==> src/rtl/amp_ltc6912_pkg.sv <==
// Shared definitions for the LTC6912-1 pre-amp controller: FSM states,
// gain codes and the 8-bit gain word layout (A nibble high, B nibble low).
package amp_ltc6912_pkg;

  typedef enum logic [2:0] {
    ST_SHDN_HI,
    ST_SHDN_LO,
    ST_IDLE,
    ST_SETUP,
    ST_SHIFT,
    ST_HOLD,
    ST_DONE
  } state_t;

  localparam int GAIN_W = 4;
  localparam int WORD_W = 8;
  localparam int A_MSB  = 7;
  localparam int A_LSB  = 4;
  localparam int B_MSB  = 3;
  localparam int B_LSB  = 0;

  localparam logic [GAIN_W-1:0] GAIN_0    = 4'd0;
  localparam logic [GAIN_W-1:0] GAIN_M1   = 4'd1;
  localparam logic [GAIN_W-1:0] GAIN_M2   = 4'd2;
  localparam logic [GAIN_W-1:0] GAIN_M5   = 4'd3;
  localparam logic [GAIN_W-1:0] GAIN_M10  = 4'd4;
  localparam logic [GAIN_W-1:0] GAIN_M20  = 4'd5;
  localparam logic [GAIN_W-1:0] GAIN_M50  = 4'd6;
  localparam logic [GAIN_W-1:0] GAIN_M100 = 4'd7;

  function automatic logic [WORD_W-1:0] pack_gain(input logic [GAIN_W-1:0] a,
                                                  input logic [GAIN_W-1:0] b);
    logic [WORD_W-1:0] w;
    w = '0;
    w[A_MSB:A_LSB] = a;
    w[B_MSB:B_LSB] = b;
    return w;
  endfunction

endpackage

==> src/rtl/amp_ltc6912_if.sv <==
// Host-side request/response bundle for the pre-amp controller.
interface amp_ltc6912_if;
  import amp_ltc6912_pkg::*;

  logic              start;
  logic [GAIN_W-1:0] gain_a;
  logic [GAIN_W-1:0] gain_b;
  logic              ready;
  logic              done;
  logic [WORD_W-1:0] rdata;

  modport master (output start, gain_a, gain_b, input ready, done, rdata);
  modport slave  (input start, gain_a, gain_b, output ready, done, rdata);

endinterface

==> src/rtl/amp_ltc6912_spi_sck_tick.sv <==
// SCK half-period generator: phase_end marks the last cycle of each half
// period, and sck_level toggles there. Held at zero while disabled.
module spi_sck_tick #(
  parameter int CLK_DIV = 4
) (
  input  logic CLK,
  input  logic RST,
  input  logic en,
  output logic phase_end,
  output logic sck_level
);

  localparam int CW = (CLK_DIV > 1) ? $clog2(CLK_DIV) : 1;

  logic [CW-1:0] cnt;

  assign phase_end = en && (cnt == CW'(CLK_DIV - 1));

  always_ff @(posedge CLK) begin
    if (RST || !en) begin
      cnt       <= '0;
      sck_level <= 1'b0;
    end else if (phase_end) begin
      cnt       <= '0;
      sck_level <= ~sck_level;
    end else begin
      cnt <= cnt + CW'(1);
    end
  end

endmodule

==> src/rtl/amp_ltc6912_ctrl.sv <==
// SPI master for the LTC6912-1: shutdown pulse after reset, then one 8-bit
// gain write per start with simultaneous readback of the previous word.
module amp_ltc6912_ctrl
  import amp_ltc6912_pkg::*;
#(
  parameter int CLK_DIV     = 4,
  parameter int CS_SETUP    = 2,
  parameter int SHDN_CYCLES = 4
) (
  input  logic               CLK,
  input  logic               RST,
  amp_ltc6912_if.slave       bus,
  output logic               SPI_SCK,
  output logic               SPI_MOSI,
  output logic               AMP_CS,
  output logic               AMP_SHDN,
  input  logic               AMP_DOUT
);

  localparam int CNT_MAX = (CS_SETUP > SHDN_CYCLES) ? CS_SETUP : SHDN_CYCLES;
  localparam int CNT_W   = $clog2(CNT_MAX + 1);

  state_t            state, state_n;
  logic [CNT_W-1:0]  cnt, cnt_n;
  logic [WORD_W-1:0] tx, tx_n;
  logic [WORD_W-1:0] rx, rx_n;
  logic [3:0]        bit_cnt, bit_n;
  logic [WORD_W-1:0] rdata_q, rdata_n;

  logic sck_en, phase_end, sck_level;
  logic cs_c, shdn_c, mosi_c, ready_c, done_c;

  spi_sck_tick #(.CLK_DIV(CLK_DIV)) u_tick (
    .CLK       (CLK),
    .RST       (RST),
    .en        (sck_en),
    .phase_end (phase_end),
    .sck_level (sck_level)
  );

  always_ff @(posedge CLK) begin
    if (RST) begin
      state   <= ST_SHDN_HI;
      cnt     <= '0;
      tx      <= '0;
      rx      <= '0;
      bit_cnt <= '0;
      rdata_q <= '0;
    end else begin
      state   <= state_n;
      cnt     <= cnt_n;
      tx      <= tx_n;
      rx      <= rx_n;
      bit_cnt <= bit_n;
      rdata_q <= rdata_n;
    end
  end

  always_comb begin
    state_n = state;
    cnt_n   = cnt + CNT_W'(1);
    tx_n    = tx;
    rx_n    = rx;
    bit_n   = bit_cnt;
    rdata_n = rdata_q;
    sck_en  = 1'b0;
    cs_c    = 1'b1;
    shdn_c  = 1'b0;
    mosi_c  = 1'b0;
    ready_c = 1'b0;
    done_c  = 1'b0;

    case (state)
      ST_SHDN_HI: begin
        shdn_c = 1'b1;
        if (cnt == CNT_W'(SHDN_CYCLES - 1)) begin
          state_n = ST_SHDN_LO;
          cnt_n   = '0;
        end
      end
      ST_SHDN_LO: begin
        if (cnt == CNT_W'(SHDN_CYCLES - 1)) begin
          state_n = ST_IDLE;
          cnt_n   = '0;
        end
      end
      ST_IDLE: begin
        ready_c = 1'b1;
        cnt_n   = '0;
        if (bus.start) begin
          tx_n    = pack_gain(bus.gain_a, bus.gain_b);
          state_n = ST_SETUP;
        end
      end
      ST_SETUP: begin
        cs_c   = 1'b0;
        mosi_c = tx[WORD_W-1];
        if (cnt == CNT_W'(CS_SETUP - 1)) begin
          state_n = ST_SHIFT;
          cnt_n   = '0;
          bit_n   = '0;
        end
      end
      // Sample DOUT just before the falling edge, which is also where the
      // next MOSI bit is presented.
      ST_SHIFT: begin
        cs_c   = 1'b0;
        mosi_c = tx[WORD_W-1];
        sck_en = 1'b1;
        cnt_n  = '0;
        if (phase_end && sck_level) begin
          rx_n  = {rx[WORD_W-2:0], AMP_DOUT};
          tx_n  = {tx[WORD_W-2:0], 1'b0};
          bit_n = bit_cnt + 4'd1;
          if (bit_cnt == 4'd7) state_n = ST_HOLD;
        end
      end
      ST_HOLD: begin
        cs_c   = 1'b0;
        mosi_c = tx[WORD_W-1];
        if (cnt == CNT_W'(CS_SETUP - 1)) begin
          state_n = ST_DONE;
          cnt_n   = '0;
          rdata_n = rx;
        end
      end
      ST_DONE: begin
        done_c  = 1'b1;
        ready_c = 1'b1;
        cnt_n   = '0;
        if (bus.start) begin
          tx_n    = pack_gain(bus.gain_a, bus.gain_b);
          state_n = ST_SETUP;
        end else begin
          state_n = ST_IDLE;
        end
      end
      default: begin
        state_n = ST_SHDN_HI;
        cnt_n   = '0;
      end
    endcase
  end

  assign SPI_SCK   = sck_level;
  assign SPI_MOSI  = mosi_c;
  assign AMP_CS    = cs_c;
  assign AMP_SHDN  = shdn_c;
  assign bus.ready = ready_c;
  assign bus.done  = done_c;
  assign bus.rdata = rdata_q;

endmodule

==> src/flat_wrapper.sv <==
// flat-port wrapper written by rule: the top's interface ports become plain ports
module amp_ltc6912_ctrl_flat import amp_ltc6912_pkg::*;
#(
  parameter int CLK_DIV     = 4,
  parameter int CS_SETUP    = 2,
  parameter int SHDN_CYCLES = 4
)
  (CLK, RST, SPI_SCK, SPI_MOSI, AMP_CS, AMP_SHDN, AMP_DOUT, bus_start, bus_gain_a, bus_gain_b, bus_ready, bus_done, bus_rdata);
  amp_ltc6912_if bus_i ();
  input  logic CLK;
  input  logic RST;
  output logic SPI_SCK;
  output logic SPI_MOSI;
  output logic AMP_CS;
  output logic AMP_SHDN;
  input  logic AMP_DOUT;
  input wire logic [$bits(bus_i.start)-1:0] bus_start;
  input wire logic [$bits(bus_i.gain_a)-1:0] bus_gain_a;
  input wire logic [$bits(bus_i.gain_b)-1:0] bus_gain_b;
  output wire logic [$bits(bus_i.ready)-1:0] bus_ready;
  output wire logic [$bits(bus_i.done)-1:0] bus_done;
  output wire logic [$bits(bus_i.rdata)-1:0] bus_rdata;
  assign bus_i.start = bus_start;
  assign bus_i.gain_a = bus_gain_a;
  assign bus_i.gain_b = bus_gain_b;
  assign bus_ready = bus_i.ready;
  assign bus_done = bus_i.done;
  assign bus_rdata = bus_i.rdata;
  amp_ltc6912_ctrl #(.CLK_DIV(CLK_DIV), .CS_SETUP(CS_SETUP), .SHDN_CYCLES(SHDN_CYCLES)) u_core (.CLK(CLK), .RST(RST), .bus(bus_i), .SPI_SCK(SPI_SCK), .SPI_MOSI(SPI_MOSI), .AMP_CS(AMP_CS), .AMP_SHDN(AMP_SHDN), .AMP_DOUT(AMP_DOUT));
endmodule
==> config.mk <==
export PLATFORM = sky130hd
export DESIGN_NAME = amp_ltc6912_ctrl_flat
export DESIGN_NICKNAME = d
export VERILOG_FILES = /design/src/rtl/amp_ltc6912_pkg.sv /design/src/rtl/amp_ltc6912_if.sv /design/src/rtl/amp_ltc6912_spi_sck_tick.sv /design/src/rtl/amp_ltc6912_ctrl.sv /design/src/flat_wrapper.sv
export SDC_FILE = /design/constraint.sdc
export NUM_CORES = 1
export LEC_CHECK = 0
export BUFFER_PORTS_ARGS = -buffer_cell sky130_fd_sc_hd__buf_2
export CORE_ASPECT_RATIO = 0.9
export CORE_MARGIN = 3
export CORE_UTILIZATION = 35
export DETAILED_ROUTE_END_ITERATION = 16
export MAX_ROUTING_LAYER = met4
export PLACE_DENSITY = 0.65
export SLEW_MARGIN = 10
export SYNTH_ARGS = -nofsm -noshare
export SYNTH_HDL_FRONTEND = slang
export SYNTH_SLANG_ARGS = --single-unit
export TNS_END_PERCENT = 5
==> constraint.sdc <==
create_clock -name CLK -period 3.2 [get_ports CLK]
set_input_delay 0 -clock CLK [delete_from_list [all_inputs] [get_ports CLK]]
set_output_delay 0 -clock CLK [all_outputs]
set_load 0.01 [all_outputs]
Word-level counts from Yosys, hierarchy flattened

Cells that the tools add are included.

Bits in registers: 37
Logic and storage cells: 71

Add/sub/neg operators: 3
Equal/unequal tests: 18
Multiplexer cells: 24
Bitwise gates (word level): 1
Reduce and logical (&&, ||, !) cells: 17

Operator list:

| cell                                                             | count |
|---|---|
| 3-bit 2-to-1 mux                                                 | 9 |
| 3-bit case mux with 7 select lines                               | 1 |
| 8-bit 2-to-1 mux                                                 | 2 |
| 8-bit case mux with 2 select lines                               | 1 |
| 2-bit by 1-bit != test with 1-bit output (second input constant) | 7 |
| 3-bit by 2-bit == test with 1-bit output (second input constant) | 3 |
| 3-bit == test (second input constant)                            | 3 |
| 4-bit 2-to-1 mux                                                 | 2 |
| 4-bit case mux with 2 select lines                               | 1 |
| 2-bit OR reduction                                               | 4 |
| 1-bit 2-to-1 mux                                                 | 7 |
| 7-bit AND reduction                                              | 1 |
| 3-bit by 1-bit == test with 1-bit output (second input constant) | 2 |
| 3-bit case mux with 2 select lines                               | 1 |
| 3-bit AND reduction                                              | 2 |
| 4-bit by 1-bit adder with 4-bit output (second input constant)   | 1 |
| 4-bit by 3-bit == test with 1-bit output (second input constant) | 1 |
| 2-bit AND reduction                                              | 2 |
| 2-bit nonzero test                                               | 2 |
| 3-bit by 1-bit adder with 3-bit output (second input constant)   | 1 |
| 3-bit logical NOT                                                | 1 |
| 3-bit OR reduction                                               | 1 |
| 2-bit by 1-bit adder with 2-bit output (second input constant)   | 1 |
| 2-bit == test (second input constant)                            | 1 |
| other kinds (5)                                                  | 6 |

Depth between registers and ports, before layout

Depth after elaboration: 6
Gate-level depth with buffers: 7

Cells and area by module

From an unflattened synthesis, not the netlist that was laid out.

Cell total of the unflattened synthesis: 186
Area, all modules: 1747.9 µm²

Modules (own cells, without submodules):

| module           | instances | cells an instance | area an instance (µm²) | sequential area each (µm²) |
|---|---|---|---|---|
| amp_ltc6912_ctrl | 1         | 176               | 1629.1                 | 680.7 |
| spi_sck_tick     | 1         | 10                | 118.9                  | 60.1 |

Least setup slack after synthesis

OpenSTA, ideal clock, no wires.

Kind: register to register
Start: register u_core.cnt[0]
End: register u_core.cnt[2]
Setup time: 0.095 ns
Arrival: 1.365 ns
Required time: 3.105 ns
Path slack: 1.740 ns
Stages on the path, launching flop included: 5
Buffers on the path: 0
Cells stage by stage: dfxtp_1 > ha_1 > ha_1 > or3_1 > a221oi_1

Longest elaborated chain between the ends: 3
Elaborated cells on any way between the ends: 6

Ends and longest elaborated chain:

| what                                                                 | RTL line               | text |
|---|---|---|
| start, declared                                                      | amp_ltc6912_ctrl.sv:24 | `logic [CNT_W-1:0] cnt, cnt_n;` |
| start signal, assigned                                               | amp_ltc6912_ctrl.sv:51 | `cnt <= cnt_n;` |
| 3-bit by 1-bit adder with 3-bit output, or another cell as far along | amp_ltc6912_ctrl.sv:61 | `cnt_n = cnt + CNT_W'(1);` |
| 3-bit 2-to-1 mux (on tied branches)                                  | n/a                    |  |
| 3-bit case mux with 2 select lines *                                 | amp_ltc6912_ctrl.sv:73 | `case (state)` |

Every way passes the cells marked *; elsewhere a longest branch is shown, timed or not.
A chain may end at the register's enable or synchronous reset.

Worst setup path in the final report

Start: register u_core.state[2]
End: register u_core.rx[5]

Longest elaborated chain between the ends: 5

Ends and longest elaborated chain:

| what                                   | RTL line                       | text |
|---|---|---|
| start, declared                        | amp_ltc6912_ctrl.sv:23         | `state_t state, state_n;` |
| start signal, assigned                 | amp_ltc6912_ctrl.sv:50         | `state <= state_n;` |
| 3-bit == test *                        | amp_ltc6912_ctrl.sv:73         |  |
| 1-bit 2-to-1 mux                       | amp_ltc6912_ctrl.sv:73         |  |
| 1-bit logical AND                      | amp_ltc6912_spi_sck_tick.sv:17 | `assign phase_end = en && (cnt == CW'(CLK_DIV - 1));` |
| 1-bit logical AND                      | amp_ltc6912_ctrl.sv:111        | `if (phase_end && sck_level) begin` |
| 2-bit AND reduction (no source line) * | n/a                            |  |
| end signal, assigned                   | amp_ltc6912_ctrl.sv:53         | `rx <= rx_n;` |
| end, declared                          | amp_ltc6912_ctrl.sv:26         | `logic [WORD_W-1:0] rx, rx_n;` |

Marked as above.

==> flow_summary_export.csv <==
group,metric,value,unit
status,status,"complete, no violations",
min_path,hold_depth,3,
place,gp_congestion,0.750,
global_routing,grt_pass1_vias,1154,
floorplanning,die_w,79.1,um
critical_path,timing.rr.end,"u_core.rx[5]",
critical_path,critical_path_required,3.34,ns
routing,ant_nets,0,
layout,register_area,741,um^2
logic_synthesis,syn_area,1680,um^2
logic_synthesis,yosysWarningCount,0,
power_and_ir_drop,power,925,uW
floorplanning,start_util,0.370,
layout,synthToLayoutAreaGrowth,15.7,%
logic_synthesis,ys_seq_area_frac,0.440,
routing,wl_per_cell,11.7,um
sta,skew,0.00251,ns
clocking,clk_path_buf_depth,2,
clocking,cts.sinks,37,
routing,first_pass_iters,4,
layout,antenna_cells,0,
sta,period_minus_slack,1.76,ns
routing,vias,1318,
sta,setup_viol,0,
sta,rsz0062_at_grt,"false",
global_routing,grt_pass1_wl,5460,um
critical_path,cp_max_fo,15,
clocking,clockRootBuffer,"clkbuf_8",
floorplanning,placementRows,23,
routing,via_per_inst,4.85,
critical_path,rr_worst_depth,4,
sta,setup_tns,0,ns
clocking,path_clk_slew,0.07,ns
logic_synthesis,ys_ff_latch,37,
power_and_ir_drop,cellPowerDensity,475,nW/um^2
routing,postRouteWirelength,3190,um
clocking,clk_latency,0.29,ns
floorplanning,core_area,4550,um^2
critical_path,cp-startpoint,"u_core.state[2]",
clocking,postCtsSetupBuffers,0,
layout,post-route-cell-area,1950,um^2
routing,drc,0,
global_routing,overflow,0,
place,hpwl,2210,um
layout,final_nets,227,
critical_path,worstReg2RegStart,"u_core.state[2]",
sta,worstMarginPinSlew,0.688,ns
critical_path,path_cells,"nor3b_1, nand3_1, nand2_1, a21oi_1",
critical_path,r2r_setup_slack,1.44,ns
clocking,numCtsBuffers,5,
place,postPlaceCellArea,1810,um^2
sta,slew_violations,0,
place,io_buffers,25,
min_path,whs_endpoint,"u_core.tx[5]",
critical_path,start_kind,"flop",
sta,fin_crit_sh,0.549,
layout,fillers,488,
min_path,min_from,"bus_gain_a[1]",
floorplanning,ios,26,
floorplanning,die_y,71.8,um
layout,multi_input_area,851,um^2
logic_synthesis,ys_types,38,
critical_path,slowest_delay,0.58,ns
logic_synthesis,netlist_instances,187,
routing,drtIter0Drc,47,
critical_path,cp_slowest_cell,"dfxtp_1",
sta,finalHoldViolations,0,
logic_synthesis,synth.net_count,205,
sta,maxSlewHeadroom,0.541,
global_routing,antenna_found_initial,0,
critical_path,cp.depth,4,
layout,drive_above_1_share,0.171,
critical_path,crit_arrival,1.90,ns
critical_path,crit_family,"simple AND/OR/NAND/NOR gates",
global_routing,grt_max_degree,39,
clocking,cts_tree,"done",
power_and_ir_drop,leakage,0.678,nW
power_and_ir_drop,max-vdd-ir-drop,0.291,mV
min_path,hp-class,"input port to flop",
critical_path,crit_type,"flop to flop",
global_routing,gr-usage-all-layers,0.126,
critical_path,endpoint_kind,"flop",
floorplanning,die_area,5680,um^2
sta,clock.fmax,569,MHz
clocking,h-tree-depth,2,
critical_path,path_buf_inv,0,
run,cap_violations,0,
logic_synthesis,syn_area_per_cell,9.01,um^2
[power breakdown]
part	total (mW)	switching (mW)	internal, mW
combinational	0.0467	0.0259	0.0208
sequential	0.473	0.00716	0.466
clock	0.406	0.173	0.233
[layout make-up]
class / instances / share of cell area
multi-input cells: 133 / 0.437
well taps: 62 / 0.0398
clock inverters: 3 / 0.0238
flip-flops and latches: 37 / 0.380
clock buffers: 5 / 0.0353
inverters: 5 / 0.00963
repair buffers: 27 / 0.0745
[cell families (layout without fill, tap and decap cells)]
family / count (synthesis) / count (layout) / synth area share
XOR/XNOR: 1 / 1 / 0.00520
AND/OR/NAND/NOR: 75 / 75 / 0.226
flip-flops: 37 / 37 / 0.440
buffers and inverters: 17 / 40 / 0.0550
multiplexers: 16 / 16 / 0.0951
adder cells (fa/ha/maj): 6 / 6 / 0.0446
AO/OA/AOI/OAI: 35 / 35 / 0.134
[Yosys cell counts]
| cell type | count | area (um^2) |
|---|---|---|
| dfxtp_1 | 37 | 741 |
| nand2_1 | 22 | 82.6 |
| nor2_1 | 21 | 78.8 |
| mux2i_1 | 16 | 160 |
| a21oi_1 | 14 | 70.1 |
| a211oi_1 | 7 | 52.6 |
| ha_1 | 6 | 75.1 |
| nor3_1 | 6 | 30.0 |
| buf_4 | 5 | 37.5 |
| inv_1 | 5 | 18.8 |
| clkbuf_1 | 4 | 15.0 |
| nand2b_1 | 4 | 25.0 |
| nand3_1 | 3 | 15.0 |
| nor2b_1 | 3 | 18.8 |
| o21ai_0 | 3 | 15.0 |
| a221oi_1 | 2 | 17.5 |
| a32oi_1 | 2 | 17.5 |
| and2_1 | 2 | 12.5 |
| buf_2 | 2 | 10.0 |
| nor2_4 | 2 | 22.5 |
| nor3b_1 | 2 | 15.0 |
| o211ai_1 | 2 | 15.0 |
| or3_1 | 2 | 12.5 |
| a21oi_2 | 1 | 8.76 |
| a311o_1 | 1 | 10.0 |
| a31oi_1 | 1 | 6.26 |
| and2b_1 | 1 | 7.51 |
| and3b_1 | 1 | 8.76 |
| buf_6 | 1 | 11.3 |
| nand3b_1 | 1 | 7.51 |
| nand4b_1 | 1 | 8.76 |
| nand4bb_1 | 1 | 11.3 |
| nor4_1 | 1 | 6.26 |
| nor4b_1 | 1 | 8.76 |
| o21ai_1 | 1 | 5.00 |
| o22a_1 | 1 | 8.76 |
| or3b_1 | 1 | 8.76 |
| xnor2_1 | 1 | 8.76 |
[flip-flops by register name (all words and copies together), names as in the netlist]
signal and cells:
u_core.u_tick.cnt 2, u_core.cnt 3, u_core.u_tick.sck_level 1, u_core.bus.rdata 8
u_core.state 3, u_core.tx 8, u_core.rx 8, u_core.bit_cnt 4
[layout by cell type (no fill, tap or decap), types with 2 or more instances in the layout]
cell type,instances
and2_1,2
nor2_4,2
nand2_1,22
ha_1,6
a221oi_1,2
a21oi_1,14
clkbuf_8,5
buf_2,25
nor2b_1,3
nor2_1,21
nand3_1,3
nor3b_1,2
dlygate4sd3_1,2
a32oi_1,2
nand2b_1,4
a211oi_1,7
o21ai_0,3
mux2i_1,16
inv_1,5
nor3_1,6
or3_1,2
o211ai_1,2
dfxtp_1,37
[what timing repair did]
action | 4_1_cts | 5_1_grt
endpoints found under the hold margin | 2 | 0
hold buffers | 2 | 0
resized for setup | 0 | 0
[tightest hold or removal path, cell delays in order]
cell and delay (ns):
buf_2 0.10, mux2i_1 0.12, a211oi_1 0.08
[metrics by stage]
stage                     std cells  setup slack, ns  hold slack (ns)  utilization
after floorplan                 187             1.74            0.136            -
after global placement          262             1.51            0.272        0.399
after detailed placement        262             1.46            0.279        0.399
after CTS                       272             1.43           0.0515        0.428
after global routing            272             1.26           0.0584        0.428
final                           272             1.44           0.0549        0.428
[worst max-delay path by stage]
stage,slack [ns],to
floorplan,1.74,u_core.cnt[2]
global placement,1.51,u_core.tx[1]
detailed placement,1.46,u_core.rx[2]
CTS,1.43,u_core.tx[2]
global route,1.26,u_core.rx[2]
finish,1.44,u_core.rx[5]
[metal layers]
layer | track usage | up-vias | part of all wire
met5 | - | - | 0
met4 | 0.0458 | 0 | 0.018
met3 | 0.0427 | 5 | 0.050
met2 | 0.175 | 29 | 0.42
met1 | 0.168 | 589 | 0.51
li1 | - | 695 | -
Power figures use the tool's default switching activity.
